File: config.mk
export PLATFORM = sky130hd
export DESIGN_NAME = ps_seizure_detector
export DESIGN_NICKNAME = d
export VERILOG_FILES = /design/src/rtl/ps_seizure_detector.sv
export SDC_FILE = /design/constraint.sdc
export NUM_CORES = 1
export LEC_CHECK = 0
export CAP_MARGIN = 25
export CORE_UTILIZATION = 61
export CTS_CLUSTER_DIAMETER = 50
export DETAILED_ROUTE_END_ITERATION = 6
export GPL_TIMING_DRIVEN = 0
export PLACE_DENSITY = 0.81
export SLEW_MARGIN = 40
export SYNTH_ARGS = -nofsm -noshare
export SYNTH_HDL_FRONTEND = slang
export SYNTH_SLANG_ARGS = --single-unit
File: constraint.sdc
create_clock -name clk -period 16.3 [get_ports clk]
set_input_delay 4.89 -clock clk [delete_from_list [all_inputs] [get_ports clk]]
set_output_delay 4.89 -clock clk [all_outputs]
set_load 0.02 [all_outputs]
File: src/rtl/ps_seizure_detector.sv
// Seizure tag generator over an adaptive-baseline feature stream; 1-cycle latency, no backpressure.
// Define PS_DET_HYST_EN to exit the alarm at half the trigger threshold instead of at the threshold.
module ps_seizure_detector #(
    parameter int IN_WIDTH   = 40,
    parameter int BASE_SHIFT = 4,
    parameter int K_SHIFT    = 2,
    parameter int WARMUP     = 64,
    parameter int TRIG_COUNT = 4,
    parameter int HOLD_COUNT = 256
) (
    input  logic                clk,
    input  logic                rst,
    input  logic                en,
    input  logic [IN_WIDTH-1:0] din,
    input  logic                din_valid,
    output logic                tag,
    output logic                tag_valid,
    output logic                onset,
    output logic [2:0]          state
);

    typedef enum logic [2:0] {
        ST_WARMUP  = 3'd0,
        ST_MONITOR = 3'd1,
        ST_ALARM   = 3'd2,
        ST_HOLDOFF = 3'd3
    } state_t;

    localparam int TW  = IN_WIDTH + K_SHIFT;
    localparam int M1  = (WARMUP > TRIG_COUNT) ? WARMUP : TRIG_COUNT;
    localparam int M2  = (M1 > HOLD_COUNT) ? M1 : HOLD_COUNT;
    localparam int CW  = $clog2(M2 + 1) + 1;

    state_t                r_state, w_state_nxt;
    logic [IN_WIDTH-1:0]   r_base, w_base_nxt;
    logic [CW-1:0]         r_warm, w_warm_nxt;
    logic [CW-1:0]         r_run, w_run_nxt;
    logic [CW-1:0]         r_exit, w_exit_nxt;
    logic [CW-1:0]         r_hold, w_hold_nxt;
    logic                  r_first, w_first_nxt;
    logic                  r_tag, w_tag_nxt;
    logic                  r_tag_vld, w_tag_vld_nxt;
    logic                  r_onset, w_onset_nxt;

    logic [IN_WIDTH-2:0]   w_x;
    logic signed [IN_WIDTH:0] w_diff, w_step;
    logic [IN_WIDTH-1:0]   w_base_upd, w_base_filt;
    logic [TW-1:0]         w_xe, w_trig, w_exit_thr;
    logic                  w_above, w_below_exit, w_accept;

    function automatic logic [CW-1:0] sat_inc(input logic [CW-1:0] c);
        return (c == '1) ? c : c + CW'(1);
    endfunction

    assign w_accept    = en && din_valid;
    assign w_x         = din[IN_WIDTH-1] ? '0 : din[IN_WIDTH-2:0];
    assign w_diff      = $signed({2'b00, w_x}) - $signed({1'b0, r_base});
    assign w_step      = w_diff >>> BASE_SHIFT;
    assign w_base_upd  = IN_WIDTH'($unsigned(w_step) + {1'b0, r_base});
    assign w_base_filt = r_first ? {1'b0, w_x} : w_base_upd;

    assign w_xe        = {{(K_SHIFT+1){1'b0}}, w_x};
    assign w_trig      = {{K_SHIFT{1'b0}}, r_base} << K_SHIFT;
`ifdef PS_DET_HYST_EN
    assign w_exit_thr  = {{K_SHIFT{1'b0}}, r_base} << (K_SHIFT - 1);
`else
    assign w_exit_thr  = w_trig;
`endif
    assign w_above      = w_xe > w_trig;
    assign w_below_exit = w_xe <= w_exit_thr;

    always_comb begin
        w_state_nxt   = r_state;
        w_base_nxt    = r_base;
        w_warm_nxt    = r_warm;
        w_run_nxt     = r_run;
        w_exit_nxt    = r_exit;
        w_hold_nxt    = r_hold;
        w_first_nxt   = r_first;
        w_tag_nxt     = r_tag;
        w_tag_vld_nxt = 1'b0;
        w_onset_nxt   = 1'b0;
        if (w_accept) begin
            w_tag_vld_nxt = 1'b1;
            w_first_nxt   = 1'b0;
            case (r_state)
                ST_WARMUP: begin
                    w_tag_nxt  = 1'b0;
                    w_base_nxt = w_base_filt;
                    w_warm_nxt = sat_inc(r_warm);
                    if (sat_inc(r_warm) >= CW'(WARMUP)) begin
                        w_state_nxt = ST_MONITOR;
                        w_run_nxt   = '0;
                    end
                end
                ST_MONITOR: begin
                    w_tag_nxt = 1'b0;
                    if (w_above) begin
                        w_run_nxt = sat_inc(r_run);
                        if (sat_inc(r_run) >= CW'(TRIG_COUNT)) begin
                            w_state_nxt = ST_ALARM;
                            w_tag_nxt   = 1'b1;
                            w_onset_nxt = 1'b1;
                            w_exit_nxt  = '0;
                        end
                    end else begin
                        w_run_nxt  = '0;
                        w_base_nxt = w_base_filt;
                    end
                end
                ST_ALARM: begin
                    w_tag_nxt = 1'b1;
                    if (w_below_exit) begin
                        w_exit_nxt = sat_inc(r_exit);
                        if (sat_inc(r_exit) >= CW'(TRIG_COUNT)) begin
                            w_tag_nxt  = 1'b0;
                            w_hold_nxt = '0;
                            w_run_nxt  = '0;
                            // A zero hold-off skips the HOLDOFF state entirely
                            w_state_nxt = (HOLD_COUNT == 0) ? ST_MONITOR : ST_HOLDOFF;
                        end
                    end else begin
                        w_exit_nxt = '0;
                    end
                end
                ST_HOLDOFF: begin
                    w_tag_nxt  = 1'b0;
                    w_hold_nxt = sat_inc(r_hold);
                    if (sat_inc(r_hold) >= CW'(HOLD_COUNT)) begin
                        w_state_nxt = ST_MONITOR;
                        w_run_nxt   = '0;
                    end
                end
                default: begin
                    w_state_nxt = ST_WARMUP;
                    w_tag_nxt   = 1'b0;
                end
            endcase
        end
    end

    always_ff @(posedge clk) begin
        if (rst) begin
            r_state   <= ST_WARMUP;
            r_base    <= '0;
            r_warm    <= '0;
            r_run     <= '0;
            r_exit    <= '0;
            r_hold    <= '0;
            r_first   <= 1'b1;
            r_tag     <= 1'b0;
            r_tag_vld <= 1'b0;
            r_onset   <= 1'b0;
        end else begin
            r_state   <= w_state_nxt;
            r_base    <= w_base_nxt;
            r_warm    <= w_warm_nxt;
            r_run     <= w_run_nxt;
            r_exit    <= w_exit_nxt;
            r_hold    <= w_hold_nxt;
            r_first   <= w_first_nxt;
            r_tag     <= w_tag_nxt;
            r_tag_vld <= w_tag_vld_nxt;
            r_onset   <= w_onset_nxt;
        end
    end

    assign tag       = r_tag;
    assign tag_valid = r_tag_vld;
    assign onset     = r_onset;
    assign state     = r_state;

endmodule

# After elaboration in Yosys (flattened, before gate mapping)
# Index checks and enable logic that the tools add are counted.
[classes]
n_addsub = 6
mul = 0
div_mod_pow = 0
order_cmp = 6
eq_ne = 14
n_shift = 0
muxes = 32
n_bitwise = 2
n_reduce_logical = 13
[ops]
columns = ["cell", "n"]
rows = [
  ["$mux W10", 12],
  ["$mux W40", 2],
  ["$pmux W40 S2", 1],
  ["$gt A39 B42 Y1", 1],
  ["$le A39 B42 Y1", 1],
  ["$sub A39 B40 Y41", 1],
  ["$add A10 B1 Y10 const B", 4],
  ["$add A40 B40 Y40", 1],
  ["$eq A10 B10 Y1 const B", 4],
  ["$pmux W10 S2", 2],
  ["$pmux W10 S4", 1],
  ["$mux W39", 1],
  ["$ge A10 B3 Y1 const B", 2],
  ["$mux W3", 6],
  ["$ne A2 B2 Y1 const B", 7],
  ["$pmux W3 S4", 1],
  ["$ge A10 B7 Y1 const B", 1],
  ["$ge A10 B9 Y1 const B", 1],
  ["$reduce_and A4 Y1", 2],
  ["$reduce_and A7 Y1", 1],
  ["$eq A3 B2 Y1 const B", 2],
  ["$reduce_and A6 Y1", 1],
  ["$reduce_bool A2 Y1", 3],
  ["$mux W1", 5],
  ["other kinds (9)", 10],
]
[totals]
regBits = 87
latch_bits = 0
mem_bits_rw = 0
romBits = 0
in_bits = 44
output_inout_bits = 6
mem_count = 0

# Logic depth before layout (Yosys ltp)
# Gate-level depths: netlist (run 1).
[depth]
depth_word = 6
depth_mapped = 28
ltp_nobuf = 24

# Least setup slack after synthesis (run 1)
# OpenSTA, ideal clock, no wires.
[synth_path]
path_kind = "input to register"
startpoint = "in din[39]"
endpoint = "reg r_base[39]"
setup_time_ns = 0.134
arrival_ns = 9.774
required_ns = 16.166
path_slack_ns = 6.391
stages = 28
path_buffers = 6
cell_sequence = "buf_6 buf_6 buf_2 buf_2 clkbuf_1 nor2b_1 ha_1 o21a_1 o21ai_0 a31oi_1 o2111ai_1 nand2_1 a31oi_1 nor2b_1 nor2_1 xnor2_1 ha_1 clkbuf_1 a21oi_1 o21ai_0 a2111oi_0 o21ai_0 nand2_1 nor2_1 a21o_1 a211oi_1 o32a_1 o311ai_2"
[synth_between]
elab_chain_len = 6
[synth_lines]
columns = ["element", "line", "source"]
rows = [
  ["start, declared", "14", "input logic [IN_WIDTH-1:0] din,"],
  ["$mux W39 (*)", "56", "assign w_x = din[IN_WIDTH-1] ? '0 : din[IN_WIDTH-2:0];"],
  ["$sub A39 B40 Y41", "57", "assign w_diff = $signed({2'b00, w_x}) - $signed({1'b0, r_base});"],
  ["$add A40 B40 Y40", "59", "assign w_base_upd = IN_WIDTH'($unsigned(w_step) + {1'b0, r_base});"],
  ["$mux W40", "60", "assign w_base_filt = r_first ? {1'b0, w_x} : w_base_upd;"],
  ["$mux W40", "98", "if (w_above) begin"],
  ["$pmux W40 S2", "86", "case (r_state)"],
  ["end signal, assigned", "156", "r_base <= w_base_nxt;"],
  ["end, declared", "35", "logic [IN_WIDTH-1:0] r_base, w_base_nxt;"],
]
# Mark *: on every way between the ends. The rest lies on a longest branch, timed or not. The select of a mux whose other input is x is not followed.
# A chain may end at the register's enable or synchronous reset.

# Worst setup path in the final report (run 1)
# Same ends and word-level chain as after synthesis.

==> summary.md, run 1 <==
| Metric | Value |
|---|---|
| Status | complete, no violations |
| First-pass GRT wire length | 50.8 mm |
| Hold Buf Count CTS | 0 |
| Largest net degree at the start of global routing | 16 |
| Min-Delay Path Class | reg -> reg |
| Final worst-path cycle share | 0.775 |
| Clock Latency Late Sink | 360 ps |
| Die extent in x | 132 um |
| Antenna Nets Post-Route | 0 |
| Cts bufs inserted | 9 |
| Crit Path Class | in -> reg |
| Synth Warn # | 0 |
| Core area | 16,500 um2 |
| Worst slew pin tran | 939 ps |
| VDD IR-drop max | 0.0617 mV |
| IO Port Bufs | 42 |
| Routed length per instance | between 15 and 20 um |
| Yosys cell types | 101 |
| Final hold viol count | 0 |
| Fmax achieved | just under 80 MHz |
| DR iter-0 viols | 962 |
| Simple-gate share of the synthesized area | 0.247 |
| Slew headroom | 0.374 |
| Root Buffer | clkbuf_16 |
| Total power | 878 uW |
| LEAKAGE | 4.56 nW |
| Cells after DPL | 1,637 |
| Final hold slack | 471 ps |
| DRT Pass-1 Iters | 7 |
| Setup_tns | 0 ps |
| RSZ-0062 raised after global routing | false |
| Adder-cell share of the synthesized area | 0.137 |
| Post-Syn Instances | approximately 1,400 |
| Vias in the first global route | 10,000 |
| HPWL after DPL | 24.1 mm |
| Vias | 10,800 |
| Number of antenna violations at the first check in global routing | 0 |
| Final Setup Violations | 0 |
| Non-Filler Instances | 1,653 |
| Clock sink count | 86 |
| Crit path top cell by count | nand2_1 |
| Slowest CP cell | clkdlybuf4s50_1 |
| Sequential area share after synthesis | 0.167 |
| CTS tree | done |
| Tmin final | 12,640 ps |
| Post-CTS sizing | 0 |
| Main combinational cell family by area after synthesis | compound AO/OA/AOI/OAI gates |
| Final WS setup | 3660 ps |
| Synth Flop Type | dfxtp_1 |
| Initial Util | 0.624 |
| Htree depth | 3 |
| Async SR Flop Fraction | 0 |
| Clock Tree Buf Depth | 2 |
| Via density | 6.56 |
| Power per Cell Area | 77.7 nW/um2 |
| Arr. time, crit path | 12,870 ps |
| DR DRC count | 0 |
| Xor/xnor share of the synthesized area | 0.0850 |
| Mapped Avg Cell Area | 7.50 um2 |
| Share of layout cells above drive strength 1 | 0.0754 |
| GR Util All Layers | 0.365 |
| Max stage delay on crit path | 750 ps |
| Die area | 17,400 um2 |
| Diode count | 0 |
| Routability Congestion | 0.975 |
| Die H | 132 um |
| Worst Path Max Fanout | 10 |
| Row Count | 47 |
| Synthesized flop and latch total | 86 |
| Synth Net Count | 1,520 |
| Pins Over Slew Limit | 0 |
| Setup WS pre-CTS | between 3000 and 4000 ps |
| Setup crit start kind | primary input |
| Max-capacitance violation count | 0 |
| Critical Path RT | 16,540 ps |
| Clock-pin slew on the worst setup and hold paths | 70 ps |
| Max Clock Skew | 11.8 ps |
| Synth Area in Compound Gates | 0.290 |
| Post-CTS Setup Bufs | 0 |
| Area grow syn2layout | 9.61% |
| Global route overflow | 0 |
| Number of enable flip-flop cells after synthesis | 0 |
| Num ports | 50 |
| Post-Route WL | 31.9 mm |
| Final nets | 1,573 |
| Post-synthesis mux area share | 0.0109 |
| Post-Syn Area | 10,300 um2 |
| Critical Path End Type | flop |
-- metrics by stage --
step,instance area [um2],utilization
6_report,11300,0.684
5_1_grt,11300,0.684
4_1_cts,11300,0.684
3_5_place_dp,11000,0.666
3_3_place_gp,11000,0.666
2_1_floorplan,10300,-
-- sequential cells by signal, summed over array words and instances (netlist names) --
| name | cells |
|---|---|
| r_warm | 10 |
| tag_valid | 1 |
| onset | 1 |
| r_run | 10 |
| r_exit | 10 |
| r_hold | 10 |
| r_base | 40 |
| state | 2 |
| r_first | 1 |
| tag | 1 |
-- logic make-up (layout without fill, tap and decap cells) --
kind of cell | Yosys count | in the layout
compound gates | 424 | 424
mux | 11 | 11
flops | 86 | 86
fa+ha+maj | 115 | 115
xor+xnor | 100 | 100
buf+inv | 140 | 198
simple gates | 498 | 498
other cells | 1 | 1
-- final timing paths --
kind / from / to / slack, ps / cells after the start
worst max register to register: r_base[7] / r_base[39] / 10160 / 23
worst min-delay path: tag / tag / 470 / 2
worst max-delay path: din[39] / r_base[39] / 3660 / 28
worst min register to register: tag / tag / 470 / 2
-- cell usage after synthesis (10+ instances only) --
cell type  instances  area share
o21ai_1           10      0.0049
nand4_1           23       0.014
nor3_1            25       0.012
and2_1            12      0.0073
inv_1             61       0.022
maj3_1            12       0.012
a41oi_1           11      0.0093
a211oi_1          27       0.020
dfxtp_1           86        0.17
and3_1            24       0.015
o211ai_1          11      0.0080
nand2_1           98       0.036
ha_1             100        0.12
a21oi_1          103       0.050
o21ai_0           69       0.034
a21o_1            34       0.025
nand2b_1          23       0.014
a31oi_1           30       0.018
buf_2             22       0.011
clkbuf_1          37       0.013
nand3_1           39       0.019
xor2_1            33       0.028
xnor2_1           67       0.057
o21bai_1          11      0.0080
a211oi_2          12       0.015
nor2_1           148       0.054
nor2b_1           48       0.029
-- critical path, delay by kind of cell --
kind	cells	cell delay (ps)
AO/OA/AOI/OAI	11	3130
XOR/XNOR	1	200
adder cells (fa/ha/maj)	2	780
buffers and inverters	6	2420
AND/OR/NAND/NOR	8	1430
-- placed cells by master (no fill, tap or decap), drive strengths merged, types with 8 or more instances in the layout --
master	synthesis	layout
nor2	148	148
a21oi	106	106
ha	100	100
nand2	98	98
dfxtp	86	86
o21ai	79	79
xnor2	67	67
inv	62	64
nor2b	49	49
clkbuf	38	49
clkdlybuf4s50	0	42
nand3	39	39
a211oi	39	39
buf	38	38
a21o	34	34
xor2	33	33
a31oi	31	31
nor3	26	26
nand2b	25	25
and3	24	24
nand4	23	23
maj3	14	14
and2	13	13
o211ai	12	12
o21bai	11	11
a41oi	11	11
nor4	10	10
a311oi	10	10
or3	9	9
mux2i	9	9
and4	8	8
o31ai	8	8
-- where the power goes --
part	total, mW	leakage (nW)	switching (mW)	internal, mW
registers	0.225	0.700	0.00720	0.217
clock network	0.210	0.139	0.0968	0.113
logic	0.444	3.72	0.267	0.177
total	0.878	4.56	0.371	0.507
-- routing by layer --
layer  vias up  track usage  part of all wire
met1      5039        0.469              0.42
met5         -            0                 0
met3       130       0.0792             0.087
met2       541        0.574              0.44
met4         0        0.189             0.047
li1       5135            -                 -
-- area by class of cell --
cell class | count | area (um2)
multi-input cells | 1149 | 7940
fillers | 1438 | 5230
flip-flops and latches | 86 | 1720
repair buffers | 42 | 420
plain buffers | 76 | 402
well taps | 220 | 275
clock buffers | 11 | 253
inverters | 64 | 241
clock inverters | 5 | 41.3
No activity file was read; power rests on OpenSTA's default activity.
==> run 2: changes to the inputs <==
--- a/config.mk
+++ b/config.mk
@@ -6,11 +6,11 @@
 export NUM_CORES = 1
 export LEC_CHECK = 0
 export CAP_MARGIN = 25
-export CORE_UTILIZATION = 61
+export CORE_UTILIZATION = 57
 export CTS_CLUSTER_DIAMETER = 50
 export DETAILED_ROUTE_END_ITERATION = 6
 export GPL_TIMING_DRIVEN = 0
-export PLACE_DENSITY = 0.81
+export PLACE_DENSITY = 0.79
 export SLEW_MARGIN = 40
 export SYNTH_ARGS = -nofsm -noshare
 export SYNTH_HDL_FRONTEND = slang
==> constraint.sdc (replaced) <==
create_clock -name clk -period 11.18 [get_ports clk]
set_input_delay 3.354 -clock clk [delete_from_list [all_inputs] [get_ports clk]]
set_output_delay 3.354 -clock clk [all_outputs]
set_load 0.02 [all_outputs]
==> summary.md, run 2 (synthesis gave the netlist of run 1 again) <==
| Metric | Value |
|---|---|
| Status | complete, but fails checks |
| Failing checks | design-rule violations |
| CTS tree | done |
| Hold Buf Count CTS | 0 (unchanged) |
| Antenna Nets Post-Route | 0 (unchanged) |
| Final worst-path cycle share | 0.967 |
| Die extent in x | 136 um (+3.4%) |
| Met1 GRT Util | 0.456 (-0.0128) |
| Max stage delay on crit path | 770 ps (+20 ps) |
| Htree depth | 3 (unchanged) |
| Setup crit start kind | primary input |
| Arr. time, crit path | 11,050 ps (-1820 ps) |
| DR iter-0 viols | 1,031 (+7.2%) |
| Commonest non-fill, non-tap cell in the layout | nor2_1 |
| Root Buffer | clkbuf_16 |
| Max Clock Skew | 9.42 ps (-2.40 ps) |
| Number of antenna violations at the first check in global routing | 0 (unchanged) |
| Final-layout fill cell count | 1,554 (+8.1%) |
| Placed Area | 11,000 um2 (about the same) |
| First-pass GRT wire length | 49.9 mm (-1.9%) |
| Die H | 136 um (+3.4%) |
| Global route overflow | 0 (unchanged) |
| Clock Latency Late Sink | 360 ps (about the same) |
| LEAKAGE | 4.56 nW (+0.11%) |
| Power per Cell Area | 114 nW/um2 (+47%) |
| Worst Path Max Fanout | 10 (unchanged) |
| Area of the multi-input gates | 7940 um2 (unchanged) |
| Vias in the first global route | 9,789 (-2.6%) |
| Crit path top cell by count | o21ai_0 |
| Register area | 1720 um2 (unchanged) |
| Vias | 10,800 (-0.56%) |
| IO Port Bufs | 42 (unchanged) |
| RSZ-0062 raised after global routing | false |
| GRT busiest layer | met2 |
| Min-Delay Path Class | reg -> reg |
| DR DRC count | 1 (+1) |
| Setup_tns | 0 ps (unchanged) |
| Clock sink count | 86 (unchanged) |
| Worst slew pin tran | 895 ps (-43.9 ps) |
| Area grow syn2layout | 9.73% |
| Slew headroom | 0.403 (+0.0292) |
| Core area | 17,500 um2 (+5.8%) |
| Post-CTS sizing | 0 (unchanged) |
| Commonest non-fill, non-tap cells in the layout | 148 x nor2_1, 103 x a21oi_1, 100 x ha_1, 98 x nand2_1, 86 x dfxtp_1 |
| Critical Path RT | 11,420 ps (-5120 ps) |
| Largest net degree at the start of global routing | 16 (unchanged) |
| Fmax achieved | 92.5 MHz |
| Clock Tree Buf Depth | 2 (unchanged) |
| Max reg flops | 40 (unchanged) |
| Cell area after layout | 11,300 um2 (+0.11%) |
| Diode count | 0 (unchanged) |
| Clock-pin slew on the worst setup and hold paths | 70 ps (about the same) |
| Setup WS pre-CTS | 317 ps (-3320 ps) |
| Met2 usage | 0.534 (-0.0402) |
| Tmin final | 10,820 ps |
| Num ports | 50 (unchanged) |
| Post-CTS Setup Bufs | 0 (unchanged) |
| Max-capacitance violation count | 0 (unchanged) |
| Final nets | 1,573 (unchanged) |
| Share of layout cells above drive strength 1 | 0.0754 (unchanged) |
| Slowest CP cell | clkdlybuf4s50_1 |
| Routability Congestion | 0.957 (-1.9%) |
| Met3 global-route usage | 0.0694 (-0.00985) |
| Final WS setup | 365 ps (-3300 ps) |
| Cts bufs inserted | 9 (unchanged) |
| Critical Path End Type | flop |
| Row Count | 48 (+2.1%) |
| Final hold viol count | 0 (unchanged) |
| Die area | 18,600 um2 (+6.9%) |
| Via density | 6.50 (-0.86%) |
| Largest Register | r_base |
| Routed length per instance | 19.0 um (-1.6%) |
| Post-Route WL | 31.5 mm (-1.3%) |
| Initial Util | 0.590 (-0.0340) |
| GR Util All Layers | 0.342 (-0.0237) |
| Pins Over Slew Limit | 0 (unchanged) |
| Final Setup Violations | 0 (unchanged) |
| DRT Pass-1 Iters | 7 (unchanged) |
| VDD IR-drop max | 0.0815 mV (+32%) |
| HPWL after DPL | 23.8 mm (-1.2%) |
| Crit Path Class | in -> reg |
==> run 2: per-layer routing <==
metal | share of wire | routed length [um]
met2 | 0.44 | 13800
met5 | 0 | 0
met1 | 0.44 | 14000
met3 | 0.089 | 2820
met4 | 0.030 | 944
==> run 2: worst paths after layout <==
check             startpoint         end  slack, ps  cells after the start
hold / removal           tag         tag        470                      2
setup / recovery     din[39]  r_base[39]        360                     29
setup reg to reg   r_base[4]  r_base[39]       5310                     23
hold reg to reg          tag         tag        470                      2
==> run 2: layout make-up <==
type,instances,share of cell area
sequential,86,0.152
clock buffer,10,0.0202
inverter,64,0.0213
clock inverter,6,0.00619
timing repair buffer,42,0.0372
multi-input combinational,1149,0.702
tap,225,0.0249
buffer,76,0.0356
==> run 2: worst max-delay path: cells and delay by family <==
kind                     cells  cell delay [ps]
XOR/XNOR                     1              210
AND/OR/NAND/NOR              6              870
buffers and inverters        6             2370
adder cells (fa/ha/maj)      2              780
AO/OA/AOI/OAI               14             3440
==> run 2: report_power, final <==
part | leakage, nW | internal (mW) | total (mW) | switching [mW]
clock network | 0.141 | 0.176 | 0.321 | 0.145
registers | 0.700 | 0.317 | 0.328 | 0.0107
logic | 3.72 | 0.258 | 0.645 | 0.387
==> run 2: stage by stage <==
| stage | utilization | total power, mW | cells | hold WS (ps) |
|---|---|---|---|---|
| 6_report | 0.647 | 1.29 | 1658 | 467 |
| 5_1_grt | 0.647 | 1.36 | 1658 | 492 |
| 4_1_cts | 0.647 | 1.27 | 1658 | 474 |
| 3_5_place_dp | 0.630 | 0.954 | 1642 | 464 |
| 3_3_place_gp | 0.630 | 0.943 | 1642 | 461 |
| 2_1_floorplan | - | 0.812 | 1375 | 470 |
